<file path="config.mk">
export PLATFORM = sky130hd
export DESIGN_NAME = bin_to_bcd_seq
export DESIGN_NICKNAME = d
export VERILOG_FILES = /design/src/rtl/bin_to_bcd_seq.sv
export SDC_FILE = /design/constraint.sdc
export NUM_CORES = 1
export LEC_CHECK = 0
export CAP_MARGIN = 40
export CORE_MARGIN = 5
export CORE_UTILIZATION = 30
export CTS_CLUSTER_DIAMETER = 120
export CTS_CLUSTER_SIZE = 8
export DETAILED_ROUTE_END_ITERATION = 8
export PLACE_DENSITY_LB_ADDON = 0.1
export SYNTH_ARGS = -nofsm -noshare
export SYNTH_HDL_FRONTEND = slang
export SYNTH_SLANG_ARGS = --single-unit
</file>
<file path="constraint.sdc">
create_clock -name clk -period 2.5 [get_ports clk]
set_input_delay 0.25 -clock clk [delete_from_list [all_inputs] [get_ports clk]]
set_output_delay 0.25 -clock clk [all_outputs]
set_load 0.05 [all_outputs]
</file>
<file path="src/rtl/bin_to_bcd_seq.sv">
// Sequential binary-to-BCD converter (shift-add-3, one bit per clock).
// Optional switch-driven auto trigger: define BIN2BCD_AUTO_START_EN.
module bin_to_bcd_seq #(
  parameter int WIDTH  = 10,
  parameter int DIGITS = 4
) (
  input  logic                  clk,
  input  logic                  rst,
  input  logic                  start,
  input  logic [WIDTH-1:0]      value,
  input  logic                  is_signed,
  output logic                  busy,
  output logic                  done,
  output logic [4*DIGITS-1:0]   bcd,
  output logic                  negative
);

  localparam int BW = 4 * DIGITS;
  localparam int SW = BW + WIDTH;
  localparam int CW = $clog2(WIDTH + 1);

  localparam longint unsigned MAXV =
    (64'd1 << WIDTH) - 64'd1;

  function automatic longint unsigned pow10(
    input int n
  );
    longint unsigned p;
    p = 64'd1;
    for (int i = 0; i < n; i++) p = p * 64'd10;
    return p;
  endfunction

  // Too few digits would silently truncate the top digit.
  generate
    if (pow10(DIGITS) <= MAXV) begin : g_bad_digits
      $error("bin_to_bcd_seq: DIGITS too small for WIDTH");
    end
  endgenerate

  typedef enum logic {
    IDLE,
    CONVERT
  } state_t;

  state_t state;
  state_t state_nxt;

  logic [WIDTH-1:0] mag;
  logic [BW-1:0]    scratch;
  logic [CW-1:0]    cnt;
  logic             neg;

  logic             trigger;
  logic             last_step;
  logic             neg_in;
  logic [WIDTH-1:0] mag_in;
  logic [BW-1:0]    adj;
  logic [SW-1:0]    sh;
  logic [BW-1:0]    scratch_sh;
  logic [WIDTH-1:0] mag_sh;

`ifdef BIN2BCD_AUTO_START_EN
  logic [WIDTH:0]   seen;
  logic             primed;

  // Remember the switch setting of the last accepted conversion.
  always_ff @(posedge clk) begin
    if (rst) begin
      seen   <= '0;
      primed <= 1'b0;
    end else if (state == IDLE && trigger) begin
      seen   <= {is_signed, value};
      primed <= 1'b1;
    end
  end

  // Any switch change (or first use after reset) starts a conversion.
  always_comb begin
    trigger = start
            | ~primed
            | ({is_signed, value} != seen);
  end
`else
  // Conversions only on explicit request.
  always_comb begin
    trigger = start;
  end
`endif

  // Sign split: magnitude of a two's complement input fits WIDTH bits.
  always_comb begin
    neg_in = is_signed & value[WIDTH-1];
    mag_in = value;
    if (neg_in) mag_in = ~value + WIDTH'(1);
  end

  // One double-dabble step: add 3 to digits >= 5, then shift left.
  always_comb begin
    adj = scratch;
    for (int i = 0; i < DIGITS; i++) begin
      if (scratch[4*i +: 4] >= 4'd5)
        adj[4*i +: 4] = scratch[4*i +: 4] + 4'd3;
    end
    sh         = {adj, mag} << 1;
    scratch_sh = sh[SW-1:WIDTH];
    mag_sh     = sh[WIDTH-1:0];
    last_step  = (cnt == CW'(WIDTH - 1));
  end

  // State register.
  always_ff @(posedge clk) begin
    if (rst) state <= IDLE;
    else     state <= state_nxt;
  end

  // Next-state and busy decode.
  always_comb begin
    state_nxt = state;
    busy      = 1'b0;
    unique case (state)
      IDLE: begin
        if (trigger) state_nxt = CONVERT;
      end
      CONVERT: begin
        busy = 1'b1;
        if (last_step) state_nxt = IDLE;
      end
      default: state_nxt = IDLE;
    endcase
  end

  // Datapath: capture on accept, iterate, publish on the last step.
  always_ff @(posedge clk) begin
    if (rst) begin
      mag      <= '0;
      scratch  <= '0;
      cnt      <= '0;
      neg      <= 1'b0;
      done     <= 1'b0;
      bcd      <= '0;
      negative <= 1'b0;
    end else begin
      done <= 1'b0;
      unique case (state)
        IDLE: begin
          if (trigger) begin
            neg     <= neg_in;
            mag     <= mag_in;
            scratch <= '0;
            cnt     <= '0;
          end
        end
        CONVERT: begin
          scratch <= scratch_sh;
          mag     <= mag_sh;
          cnt     <= cnt + CW'(1);
          if (last_step) begin
            bcd      <= scratch_sh;
            negative <= neg;
            done     <= 1'b1;
          end
        end
        default: ;
      endcase
    end
  end

endmodule

</file>
==> impl_metrics.tcl <==
set metrics [dict create \
    post_drt_wl_per_cell_um 13.9 \
    h-tree-depth 2 \
    cts_setup_buffers 0 \
    clk_root_buffer_cell "clkbuf_8" \
    postCtsHoldBufs 0 \
    place_ws_ns 0.525 \
    yosys_warnings 0 \
    drt.antenna.violating_nets 0 \
    core_area_um2 8260 \
    num_vias 2106 \
    grt_max_degree 38 \
    fin_crit_ns 1.74 \
    cp-end-kind "output pin" \
    slowest_stage "clkdlybuf4s50_1" \
    final_cell_mix "dfxtp_1, clkdlybuf4s50_1, a21oi_1" \
    ys_types 37 \
    drc 0 \
    timing.setup.tns_ns 0 \
    drt-pass1-iter-count 4 \
    synth_area_um2 2540 \
    drt_iter0_drc 85 \
    vdd_drop_max_mv 0.219 \
    final.period_utilization 0.694 \
    n_antenna_cell 0 \
    grt_pass1_wl_mm 10.1 \
    powerDensity_nw_per_um2 472 \
    cts.sinks 50 \
    synth_ff_type "dfxtp_1" \
    clk_pin_slew_ns 0.09 \
    cp_max_fo 2 \
    final_layout_size_suffix_gt1_frac 0.0807 \
    crit_path_max_incr_delay_ns 0.82 \
    path_cells "clkdlybuf4s50_1" \
    cap_viol_max_count 0 \
    die_h_um 102 \
    track_usage 0.122 \
    dieArea_um2 10400 \
    critPathBufInv 1 \
    whs_ns 0.476 \
    holdCritPathClass "reg -> reg" \
    numCtsBuffers 5 \
    critPathTopFamily "buffers and inverters" \
    outcome "finished, final reports clean" \
    grt_setup_unrepaired "no" \
    fin_area_um2 3030 \
    portBuffers 32 \
    drt-vias-per-instance 4.93 \
    clk_latency_ns 0.30 \
    synthesis.nets 318 \
    ys_seq_area_frac 0.394 \
    worst_slew_pin_slew_ns 0.637 \
    initial_core_util 0.308 \
    setup_ws_ns 0.764 \
    finalClockSkew_ns 0.00182 \
    power_uw 1430 \
    rows 33 \
    startpoint_type "flop" \
    crit_arrival_ns 1.49 \
    async_flop_share 0 \
    syn-mean-instance-area_um2 8.68 \
    syn_to_final_growth_pct 19.0 \
    num-nets-final 347 \
    synth_cells 293 \
    power_leakage_uw 0.000998 \
    slew_viol_final 0 \
    place_hpwl_mm 4.31 \
    synth_edf_count 0 \
    synth_seq_cells 50 \
    cts_tree "built" \
    num_io_pins 33 \
    fmax_mhz 576 \
    placed_area_um2 2950 \
    setup_viol 0 \
    place.gp.congestion 0.751 \
    gr-total-overflow 0 \
    cts_buffer_depth 2 \
    dieWidth_um 102 \
    relSlewSlack 0.573 \
    cp.required_ns 2.25 \
    path_class "reg -> out" \
    layout_commonest_cell "dfxtp_1" \
    antenna_found_initial 0 \
    cts-resized-gates 0 \
    grt_pass1_vias 2056 \
    drt-total-wl_mm 5.95 \
    hold_violations 0 \
]
-- worst register-to-register path: cells and delay by family (launching register included) --
kind	cells	cell delay, ns
AO/OA/AOI/OAI	1	0.27
adder cells (fa/ha/maj)	1	0.17
flip-flops	1	0.43
AND/OR/NAND/NOR	2	0.77
-- kinds of logic (layout without fill, tap and decap cells) --
logic type	Yosys count	count (layout)	synth area share
AOI/OAI and AO/OA	77	77	0.187
xor gates and xnor gates	10	10	0.0345
adders and majority gates	11	11	0.0541
buffers and inverters	30	59	0.0615
DFF	50	50	0.394
muxes	8	8	0.0335
and+or+nand+nor	107	107	0.236
-- registers in the layout, indices dropped and copies added, names as in the netlist --
name      flops
mag          10
done          1
cnt           4
state         1
scratch      16
neg           1
negative      1
bcd          16
-- area by class of cell --
type	count	area, µm²
Fill cell	891	5230
Multi-Input combinational cell	213	1390
Sequential cell	50	1000
Timing Repair Buffer	39	383
Tap cell	105	131
Clock buffer	7	76.3
Inverter	13	48.8
-- power by group --
part / switching, µW / internal [µW]
combinational: 84.7 / 69.2
clock: 260 / 194
sequential: 9.39 / 811
-- routing by layer --
| metal | share of wire | vias up | GRT usage | wire length (µm) |
|---|---|---|---|---|
| met3 | 0.032 | 4 | 0.0273 | 191 |
| met4 | 0.0087 | 0 | 0.0333 | 52 |
| li1 | - | 1093 | - | - |
| met5 | 0 | - | 0 | 0 |
| met1 | 0.49 | 978 | 0.160 | 2910 |
| met2 | 0.47 | 31 | 0.202 | 2800 |
-- through the flow --
stage | instances | util
final | 427 | 0.366
after global routing | 427 | 0.366
after CTS | 427 | 0.366
after detailed placement | 420 | 0.357
after global placement | 420 | 0.357
after floorplan | 293 | -
-- worst paths after layout --
kind	slack, ns	to	start	depth (start not counted)
min reg2reg	0.48	mag[1]	mag[0]	2
max reg2reg	0.80	bcd[14]	cnt[0]	4
min	0.48	mag[1]	mag[0]	2
max	0.76	bcd[1]	bcd[1]	1
-- synthesized netlist by cell type (4+ instances only) --
cell type  number  area share
a21oi_1        27       0.053
a311oi_1        4       0.014
buf_2           8       0.016
buf_6           4       0.018
clkbuf_1        4      0.0059
dfxtp_1        50        0.39
ha_1           11       0.054
inv_1          13       0.019
mux2_2          4       0.018
mux2i_1         4       0.016
nand2_1        10       0.015
nand2b_1       17       0.042
nand3_1         7       0.014
nand3b_1       11       0.032
nor2_1         26       0.038
nor3_1          7       0.014
nor3b_1        15       0.044
o21ai_0        21       0.041
o22ai_1        13       0.032
xnor2_1         9       0.031
Note: power is estimated with default switching activity, not from simulation.
